==> src/rtl/edge_detect_multi.sv <==
// Multi-channel input conditioner: per channel an N-stage synchroniser, a debounce
// filter, mode-gated edge pulse, filtered level and a sticky, clearable event flag.
module edge_detect_multi #(
  parameter int unsigned CHANNELS      = 4,
  parameter int unsigned SYNC_STAGES   = 2,
  parameter int unsigned FILTER_CYCLES = 4
) (
  input  logic                    clk,
  input  logic                    reset_n,
  input  logic [CHANNELS-1:0]     signal,
  input  logic [2*CHANNELS-1:0]   mode,
  input  logic [CHANNELS-1:0]     clear,
  output logic [CHANNELS-1:0]     pulse,
  output logic [CHANNELS-1:0]     level,
  // "event" is a reserved word, hence the sticky flag is event_flag
  output logic [CHANNELS-1:0]     event_flag
);

  localparam int unsigned     CW       = $clog2(FILTER_CYCLES + 1);
  localparam logic [CW-1:0]   CNT_LAST = CW'(FILTER_CYCLES - 1);

  logic [SYNC_STAGES-1:0][CHANNELS-1:0] sync_q, sync_d;
  logic [CHANNELS-1:0][CW-1:0]          cnt_q, cnt_d;
  logic [CHANNELS-1:0]                  level_q, level_d;
  logic [CHANNELS-1:0]                  pulse_q, pulse_d;
  logic [CHANNELS-1:0]                  event_q, event_d;
  logic [CHANNELS-1:0]                  s;

  assign s = sync_q[SYNC_STAGES-1];

  always_comb begin
    sync_d  = {sync_q[SYNC_STAGES-2:0], signal};
    level_d = level_q;
    cnt_d   = cnt_q;
    pulse_d = '0;
    for (int unsigned c = 0; c < CHANNELS; c++) begin
      if (s[c] == level_q[c]) begin
        cnt_d[c] = '0;
      end else if (cnt_q[c] == CNT_LAST) begin
        // new level held long enough: accept it and report the edge if enabled
        level_d[c] = s[c];
        cnt_d[c]   = '0;
        pulse_d[c] = s[c] ? mode[2*c] : mode[2*c+1];
      end else begin
        cnt_d[c] = cnt_q[c] + CW'(1);
      end
    end
    event_d = pulse_d | (event_q & ~clear);
  end

  always_ff @(posedge clk or negedge reset_n) begin
    if (!reset_n) begin
      sync_q  <= '0;
      cnt_q   <= '0;
      level_q <= '0;
      pulse_q <= '0;
      event_q <= '0;
    end else begin
      sync_q  <= sync_d;
      cnt_q   <= cnt_d;
      level_q <= level_d;
      pulse_q <= pulse_d;
      event_q <= event_d;
    end
  end

  assign pulse      = pulse_q;
  assign level      = level_q;
  assign event_flag = event_q;

endmodule

==> config.mk <==
export PLATFORM = sky130hd
export DESIGN_NAME = edge_detect_multi
export DESIGN_NICKNAME = d
export VERILOG_FILES = /design/src/rtl/edge_detect_multi.sv
export SDC_FILE = /design/constraint.sdc
export NUM_CORES = 1
export LEC_CHECK = 0
export CAP_MARGIN = 20
export CORE_ASPECT_RATIO = 0.9
export CORE_MARGIN = 3
export CORE_UTILIZATION = 51
export DETAILED_ROUTE_END_ITERATION = 12
export PLACE_DENSITY = 0.82
export SETUP_SLACK_MARGIN = 0.1
export SLEW_MARGIN = 25
export SYNTH_ARGS = -nofsm -noshare
export SYNTH_HDL_FRONTEND = slang
export SYNTH_SLANG_ARGS = --single-unit
==> constraint.sdc <==
create_clock -name clk -period 1.8 [get_ports clk]
set_input_delay 0.54 -clock clk [delete_from_list [all_inputs] [get_ports clk]]
set_output_delay 0.54 -clock clk [all_outputs]
set_load 0.01 [all_outputs]
; ---- After elaboration in Yosys (flattened, before gate mapping)
; Index checks and enable logic that the tools add are counted.
[word_totals]
ff_bits = 32
inputBits = 18
out_inout_bits = 12
[op_classes]
n_addsub = 4
eq_ne = 8
muxes = 20
bitwise = 7
n_reduce_logical = 4
[op_table]
columns = cell, n
row1 = $mux W3, 8
row2 = $add A3 B1 Y3 const B, 4
row3 = $eq A3 B2 Y1 const B, 4
row4 = $mux W1, 12
row5 = $reduce_and A2 Y1, 4
row6 = $and A4 B4 Y4, 1
row7 = $eq A1 B1 Y1, 4
row8 = $not A1 Y1, 4
row9 = $not A4 Y4, 1
row10 = $or A4 B4 Y4, 1

; ---- Depth between registers and ports, before layout
; Gate-level depths: netlist of run 1.
[depth]
word_depth = 4
depth_mapped = 4
depth_no_buf = 4

; ---- Worst setup path after synthesis of run 1
; Ideal clock, no wire load.
[synth_path]
path_kind = flip-flop to flip-flop
startpoint = register cnt_q[0] (netlist bit)
endpoint = register level_q[0], in the netlist level[0]
setup_time_ps = 125
t_arrival_ps = 989
required_ps = 1675
setup_slack_ps = 686
stages_incl_launch_ff = 4
period_less_slack_ps = 1114
cell_sequence = dfrtp_1 ha_1 nand2b_4 mux2_2
[synth_via]
elab_chain_cells = 2
[synth_lines]
columns = element, line_no
row1 = from (decl), 23  ; logic [CHANNELS-1:0][CW-1:0] cnt_q, cnt_d;
row2 = from (signal assigned), 60  ; cnt_q <= cnt_d;
row3 = $eq A3 B2 Y1, 39  ; end else if (cnt_q[c] == CNT_LAST) begin
row4 = $reduce_and A2 Y1 (no line), n/a
row5 = to (signal assigned), 61  ; level_q <= level_d;
row6 = to (decl), 24  ; logic [CHANNELS-1:0] level_q, level_d;
; Every way passes these cells.
; A chain may end at the register's enable or synchronous reset.

; ---- Worst setup path in the final report of run 1
[layout_path]
startpoint = register event_q[2], in the netlist event_flag[2]
endpoint = output port event_flag[2]
[layout_rtl]
columns = element, line_no
row1 = from (decl), 26  ; logic [CHANNELS-1:0] event_q, event_d;
row2 = from (signal assigned), 63  ; event_q <= event_d;
row3 = to (decl), 16  ; output logic [CHANNELS-1:0] event_flag
; No word-level cell between the ends.

==> results of run 1 <==
-- area by class of cell --
cell class	instances	share of cell area (%)
Multi-Input combinational cell	45	24.0
Timing Repair Buffer	34	19.5
Inverter	7	1.62
Sequential cell	32	49.2
Tap cell	27	2.08
Clock buffer	8	3.62
-- logic make-up (layout without fill, tap and decap cells) --
logic type	after synthesis	after routing	share of synthesized area (%)
and+or+nand+nor	25	25	16.2
muxes	4	4	3.70
buffers and inverters	7	49	2.16
AOI/OAI and AO/OA	8	8	5.14
adders and majority gates	4	4	4.11
DFF	32	32	65.8
xor gates and xnor gates	4	4	2.88
-- worst paths after layout --
check,start,to,slack (ns)
max reg2reg,cnt_q[9]$_DFF_PN0_,level[3]$_DFFE_PN0P_,0.61
max in group asynchronous,reset_n,pulse[1]$_DFF_PN0_,0.90
min reg2reg,sync_d[5]$_DFF_PN0_,s[1]$_DFF_PN0_,0.35
min in group asynchronous,reset_n,cnt_q[5]$_DFF_PN0_,0.61
max,event_flag[2]$_DFF_PN0_,event_flag[2],0.25
min,sync_d[5]$_DFF_PN0_,s[1]$_DFF_PN0_,0.35
-- registers in the layout, summed over array words and instances (netlist names) --
signal and cells:
cnt_q 12, event_flag 4, level 4, pulse 4, s 4, sync_d 4
-- report_power, final --
| part | leakage [nW] | internal [W] | switching (W) |
|---|---|---|---|
| registers | 0.411 | 0.000859 | 0.0000680 |
| logic | 0.385 | 0.000339 | 0.000270 |
| clock network | 0.0326 | 0.000193 | 0.000208 |
| total | 0.829 | 0.00139 | 0.000546 |
-- repair_timing --
item,4_1_cts,5_1_grt
hold buffers,0,0
pin swaps,0,0
gates resized for setup,11,1
setup endpoints to repair,12,1
setup buffers,4,0
gates cloned,0,0
-- per-stage QoR --
step / worst slack (ns) / std cells
finish: 0.249 / 153
global route: 0.200 / 153
CTS: 0.0358 / 153
detailed placement: 0.307 / 141
global placement: 0.325 / 141
floorplan: 0.686 / 84
-- per-layer routing --
metal	up-vias	share of wire, %	global-route usage (%)
met4	0	0.70	8.11
li1	368	-	-
met5	-	0	0
met2	18	52	28.2
met1	357	42	14.4
met3	2	5.2	6.40
-- cells in the mapped netlist --
library cell,count,share of area [%]
a21o_1,3,1.8
a21oi_2,3,2.2
a22o_1,1,0.72
and2_1,1,0.51
dfrtp_1,32,66
ha_1,4,4.1
inv_1,7,2.2
mux2_2,4,3.7
nand2_1,1,0.31
nand2b_4,3,3.4
nand3b_1,7,4.3
nor2b_4,1,1.1
nor3_1,4,1.6
nor3b_1,8,4.9
o21ai_0,1,0.41
xnor2_1,4,2.9
==> reports/results.txt, run 1 <==
Cell count after synthesis: 84
Drt drc: 0
Commonest non-fill, non-tap cell in the layout: dfrtp_1
Multi-input gate area: 390 sq um
Clock buffer depth: 2
Commonest cells after routing, fill and taps aside: dfrtp_1, clkdlybuf4s50_1, dlygate4sd2_1
Slew Viols, Final: 0
DRT Pass-1 Iters: 4
Critical Path Source Type: register
Syn Std Cell Area: 1220 sq um
Boundary Pins: 30
Crit path cell chain: dlygate4sd2_1
Ant. Diodes: 0
Clock Skew: 0.00557 ns
Final design utilization: 73.2%
First-pass GRT wire length: 3280 microns
Unique masters post-synth: 16
Leak: 0.829 nW
Vias in the first global route: 806
Initial antenna violation count: 0
YS warnings: 0
Num rows: 16
Number of buffers created by CTS: 5
Total global routing overflow: 0
Slowest CP cell: dfrtp_1
Syn_nets: 106
Post-route cell area: 1630 sq um
#FFs+latches synth: 32
Cell Pwr Density: 1190 nW/um^2
Total chip power: 0.00194 W
RSZ-0062 raised after global routing: false
Mean area per synthesized cell: 14.5 sq um
WL/cell: 13.0 microns
Layout cells sized above 1: 17.5%
Largest net degree at the start of global routing: 33
IO Port Bufs: 29
Die ar.: 3010 sq um
Final hold violation count: 0
Sink Count: 32
Root Buffer: clkbuf_4
Initial core utilization: 54.8%
DR vias/cell: 4.87
FF-to-FF path depth: 3
Post-synthesis sequential area ratio: 65.8%
Routed Antenna Nets: 0
Final Critical Period: 1.55 ns
Hold Crit Class: reg -> reg
Routed WL: 1990 microns
Hold depth: 0
Die height: 52.4 microns
Placer Congestion: 0.702
Endpoints failing setup: 0
Outcome: finished clean
Fin Setup TNS: 0 ns
Hold slack final: 0.352 ns
Sequential Area: 801 sq um
GR Util All Layers: 15.3%
Worst EP arrival: 1.01 ns
CP Max Fanout: 2
Top delay family on crit path: flip-flops
Clock latency at the later pin of the worst-skew pair: 0.31 ns
Least-Margin Pin Slew: 0.387 ns
Dpl hpwl: 1470 microns
Placement Cell Area: 1550 sq um
Final Net Count: 147
CP Depth: 1
Filler cells: 161
Final period util: 86.2%
Worst Path Required: 1.26 ns
Setup crit end kind: output pin
Vias: 745
Max incr delay on CP: 0.40 ns
Max IR drop VDD: 0.000851 V
CTS tree: yes
Rel. slew slack: 74.2%
Buffer and inverter count on the worst path: 1
H-tree depth: 2
DRT iter0 DRCs: 15
Achievable clock frequency: 0.645 GHz
Die width: 57.5 microns
CTS clock-pin slew for the worst setup and hold paths: 0.08 ns
MaxCap Viol Count: 0
Area growth from synthesis to layout: 33.6%
Core area: 2220 sq um
Crit Path Category: reg -> out
Power figures use the tool's default switching activity.
==> run 2, diff against run 1 <==
--- a/config.mk
+++ b/config.mk
@@ -6,7 +6,6 @@
 export NUM_CORES = 1
 export LEC_CHECK = 0
 export CAP_MARGIN = 20
-export CORE_ASPECT_RATIO = 0.9
 export CORE_MARGIN = 3
 export CORE_UTILIZATION = 51
 export DETAILED_ROUTE_END_ITERATION = 12
==> run 2 against run 1 <==
Effect of this change:
- sequential share of layout area grew 0.46 points
- combinational power is essentially flat
- clock skew grew 0.0012 ns
- flip-flop and latch count is the same
- power shrank 2.3%
- critical endpoint is now level[3]
- largest power group unchanged
==> reports/results.txt, run 2 (same netlist as run 1, synthesis figures left out) <==
Die width: 54.9 microns
Worst EP arrival: 1.01 ns
Initial antenna violation count: 0
Final period util: 85.9%
CTS clock-pin slew for the worst setup and hold paths: 0.09 ns
Area growth from synthesis to layout: 32.4%
WL/cell: 13.7 microns
Crit Path Category: reg -> out
Die ar.: 3010 sq um
Hold Crit Class: reg -> reg
Num rows: 17
Die height: 54.9 microns
Buffer and inverter count on the worst path: 1
Layout cells sized above 1: 17.6%
Core area: 2230 sq um
DRT Pass-1 Iters: 2
Commonest non-fill, non-tap cell in the layout: dfrtp_1
CTS Hold Bufs: 0
Slowest CP cell: dfrtp_1
Max IR drop VDD: 0.000792 V
CP Max Fanout: 2
Number of buffers created by CTS: 5
Clock latency at the later pin of the worst-skew pair: 0.32 ns
Clock buffer depth: 2
Cell Pwr Density: 1170 nW/um^2
IO Port Bufs: 29
DR vias/cell: 5.03
Setup crit end kind: output pin
Slew Viols, Final: 0
RSZ-0062 raised after global routing: false
Worst Path Required: 1.26 ns
Sink Count: 32
Outcome: finished clean
Reg with most FFs: cnt_q
Fin Setup TNS: 0 ns
Commonest cells after routing, fill and taps aside: dfrtp_1, clkdlybuf4s50_1, dlygate4sd2_1
Achievable clock frequency: 0.647 GHz
Largest net degree at the start of global routing: 33
Boundary Pins: 30
CTS tree: yes
Critical Path Source Type: register
DRT iter0 DRCs: 3
First-pass GRT wire length: 3440 microns
Placer Congestion: 0.658
Max incr delay on CP: 0.39 ns
Drt drc: 0
Root Buffer: clkbuf_4
Dpl hpwl: 1570 microns
Final Net Count: 147
Vias: 769
Endpoints failing setup: 0
Vias in the first global route: 849
Clock Skew: 0.00679 ns
Leak: 0.816 nW
Routed WL: 2090 microns
Least-Margin Pin Slew: 0.382 ns
Total global routing overflow: 0
H-tree depth: 2
MaxCap Viol Count: 0
Initial core utilization: 54.5%
Top delay family on crit path: flip-flops
Crit path cell chain: dlygate4sd2_1
Routed Antenna Nets: 0
Filler cells: 164
Final Critical Period: 1.55 ns
GR Util All Layers: 17.7%
Flip-flop count of the largest register after layout: 12
Rel. slew slack: 74.5%
Total chip power: 0.00189 W
Final hold violation count: 0
Ant. Diodes: 0
## run 2: stage by stage
stage                     cell area [sq um]  hold slack [ns]  worst slack, ns  util [%]  cells
after floorplan                        1220            0.244            0.686         -     84
after global placement                 1550            0.332            0.325      69.4    142
after detailed placement               1550            0.338            0.298      69.4    142
after CTS                              1610            0.359            0.227      72.2    153
after global routing                   1610            0.362            0.193      72.2    153
final                                  1610            0.358            0.254      72.2    153
## run 2: power by group
group	internal [W]	total [W]	switching, W
Combinational	0.000334	0.000607	0.000274
Clock	0.000143	0.000357	0.000214
Sequential	0.000859	0.000927	0.0000683
## run 2: final cells by class
class / count / area (sq um) / share of cell area, %
Clock buffer: 6 / 41.3 / 2.56
Multi-Input combinational cell: 45 / 390 / 24.2
Sequential cell: 32 / 801 / 49.7
Inverter: 7 / 26.3 / 1.63
Timing Repair Buffer: 34 / 313 / 19.4
Clock inverter: 1 / 5.00 / 0.311
Tap cell: 28 / 35.0 / 2.17
## run 2: layer usage
| layer | track usage (%) | share of wire [%] |
|---|---|---|
| met3 | 7.63 | 7.6 |
| met5 | 0 | 0 |
| met1 | 14.9 | 36 |
| met4 | 12.0 | 2.7 |
| met2 | 32.5 | 53 |
## run 2: path summary, 6_finish.rpt
kind,startpoint,endpoint,slack [ns],cells past startpoint
worst max-delay path,level[3]$_DFFE_PN0P_,level[3],0.25,1
worst min-delay path,sync_d[7]$_DFF_PN0_,s[3]$_DFF_PN0_,0.36,0
worst max register to register,cnt_q[0]$_DFF_PN0_,level[0]$_DFFE_PN0P_,0.62,3
worst min register to register,sync_d[7]$_DFF_PN0_,s[3]$_DFF_PN0_,0.36,0
max in group asynchronous,reset_n,level[0]$_DFFE_PN0P_,0.92,2
min in group asynchronous,reset_n,level[3]$_DFFE_PN0P_,0.59,2
## run 2: repair_timing
item	in CTS	in global routing
setup buffers	4	0
resized for setup	12	0
setup endpoints to repair	12	0
==> run 3, diff against run 2 <==
--- a/config.mk
+++ b/config.mk
@@ -9,7 +9,7 @@
 export CORE_MARGIN = 3
 export CORE_UTILIZATION = 51
 export DETAILED_ROUTE_END_ITERATION = 12
-export PLACE_DENSITY = 0.82
+export PLACE_DENSITY_LB_ADDON = 0.3
 export SETUP_SLACK_MARGIN = 0.1
 export SLEW_MARGIN = 25
 export SYNTH_ARGS = -nofsm -noshare
==> run 3 against run 2 <==
Effect of this change:
- first-iteration DRC count decreased by 67%
- via count increased by 3.5%
- core utilization increased by 1.0 points
- clock skew increased by 0.0058 ns
- critical endpoint is now event_flag[3]
- sequential share of layout area decreased by 0.68 points
- setup slack improved by 0.0033 ns
- clock power increased by 23%
- largest cell class unchanged
- global-route usage decreased by 0.11 points
- worst hold slack got worse by 0.0095 ns
==> reports/results.txt, run 3 (same netlist as run 1, synthesis figures left out) <==
Reg with most FFs: cnt_q
Root Buffer: clkbuf_4
Commonest cells after routing, fill and taps aside: dfrtp_1, clkdlybuf4s50_1, dlygate4sd2_1
Endpoints failing setup: 0
Total global routing overflow: 0
Drt drc: 0
Final hold violation count: 0
Die width: 54.9 microns
DRT Pass-1 Iters: 2
Clock latency at the later pin of the worst-skew pair: 0.33 ns
Final design utilization: 73.2%
Rel. slew slack: 74.2%
CTS tree: yes
Slew Viols, Final: 0
Top delay family on crit path: flip-flops
Fin Setup TNS: 0 ns
Final Critical Period: 1.54 ns
Cell Pwr Density: 1210 nW/um^2
Final period util: 85.7%
Worst Path Required: 1.26 ns
Filler cells: 154
DRT iter0 DRCs: 1
Core area: 2230 sq um
Clock buffer depth: 2
Max IR drop VDD: 0.000974 V
Slowest CP cell: dfrtp_1
Vias in the first global route: 827
H-tree depth: 2
First-pass GRT wire length: 3440 microns
Layout cells sized above 1: 18.4%
DR vias/cell: 5.20
Placer Congestion: 0.671
Initial antenna violation count: 0
Boundary Pins: 30
Critical Path Source Type: register
Num rows: 17
Largest net degree at the start of global routing: 33
Max incr delay on CP: 0.39 ns
CTS clock-pin slew for the worst setup and hold paths: 0.10 ns
Total chip power: 0.00198 W
Vias: 796
Area growth from synthesis to layout: 34.2%
Dpl hpwl: 1580 microns
Crit Path Category: reg -> out
Setup ws final: 0.257 ns
Final Net Count: 147
RSZ-0062 raised after global routing: false
Worst slack at placement: 0.252 ns
MaxCap Viol Count: 0
Setup crit end kind: output pin
Hold slack final: 0.348 ns
Commonest non-fill, non-tap cell in the layout: dfrtp_1
GR Util All Layers: 17.6%
Crit path cell chain: dlygate4sd2_1
Routed WL: 2110 microns
Achievable clock frequency: 0.648 GHz
Least-Margin Pin Slew: 0.387 ns
Worst EP arrival: 1.00 ns
Flip-flop count of the largest register after layout: 12
Routed Antenna Nets: 0
IO Port Bufs: 29
Number of buffers created by CTS: 5
Outcome: finished clean
CP Max Fanout: 2
Buffer and inverter count on the worst path: 1
Die ar.: 3010 sq um
Initial core utilization: 54.5%
Ant. Diodes: 0
Leak: 0.834 nW
Die height: 54.9 microns
CTS Hold Bufs: 0
Sink Count: 32
WL/cell: 13.8 microns
Hold Crit Class: reg -> reg
Clock Skew: 0.0126 ns
run 3: cell count changes in the layout (fill, tap and decap cells not counted):
cell | before | now
dlymetal6s2s_1 | 0 | 1
clkbuf_8 | 0 | 2
dlygate4sd2_1 | 12 | 11
clkinv_2 | 1 | 0
clkbuf_1 | 1 | 0
run 3: power by group:
group	switching, W	total, W	leakage [nW]	internal (W)
combinational	0.000272	0.000609	0.385	0.000337
clock	0.000219	0.000440	0.0374	0.000221
sequential	0.0000725	0.000932	0.411	0.000859
total	0.000563	0.00198	0.834	0.00142
run 3: worst paths after layout:
kind / start / endpoint / slack [ns] / depth (start not counted)
max: event_flag[3]$_DFF_PN0_ / event_flag[3] / 0.26 / 1
min: sync_d[5]$_DFF_PN0_ / s[1]$_DFF_PN0_ / 0.35 / 0
max reg2reg: cnt_q[9]$_DFF_PN0_ / level[3]$_DFFE_PN0P_ / 0.59 / 3
min reg2reg: sync_d[5]$_DFF_PN0_ / s[1]$_DFF_PN0_ / 0.35 / 0
max in group asynchronous: reset_n / sync_d[5]$_DFF_PN0_ / 0.91 / 2
min in group asynchronous: reset_n / s[1]$_DFF_PN0_ / 0.59 / 2
run 3: through the flow:
| stage | std cells | area, sq um |
|---|---|---|
| after global placement | 142 | 1550 |
| after global routing | 153 | 1630 |
| after floorplan | 84 | 1220 |
| after detailed placement | 142 | 1550 |
| final | 153 | 1630 |
| after CTS | 153 | 1630 |
run 3: layout make-up:
| type | instances | area, sq um | share of cell area (%) |
|---|---|---|---|
| clock buffers | 7 | 65.1 | 3.98 |
| inverters | 7 | 26.3 | 1.61 |
| multi-input cells | 45 | 390 | 23.9 |
| flip-flops and latches | 32 | 801 | 49.0 |
| well taps | 28 | 35.0 | 2.14 |
| repair buffers | 34 | 317 | 19.4 |
run 3: timing repair:
| item | CTS | global route |
|---|---|---|
| buffers inserted | 4 | 0 |
| setup endpoints to repair | 12 | 1 |
| gates resized for setup | 11 | 1 |
| gates cloned | 0 | 0 |
run 3: per-layer routing:
layer  up-vias  wire [microns]  GRT usage (%)
li1        368               -              -
met2        24            1100           30.3
met4         0              61           12.4
met3         8             133           5.99
met1       396             814           17.4
met5         -               0              0
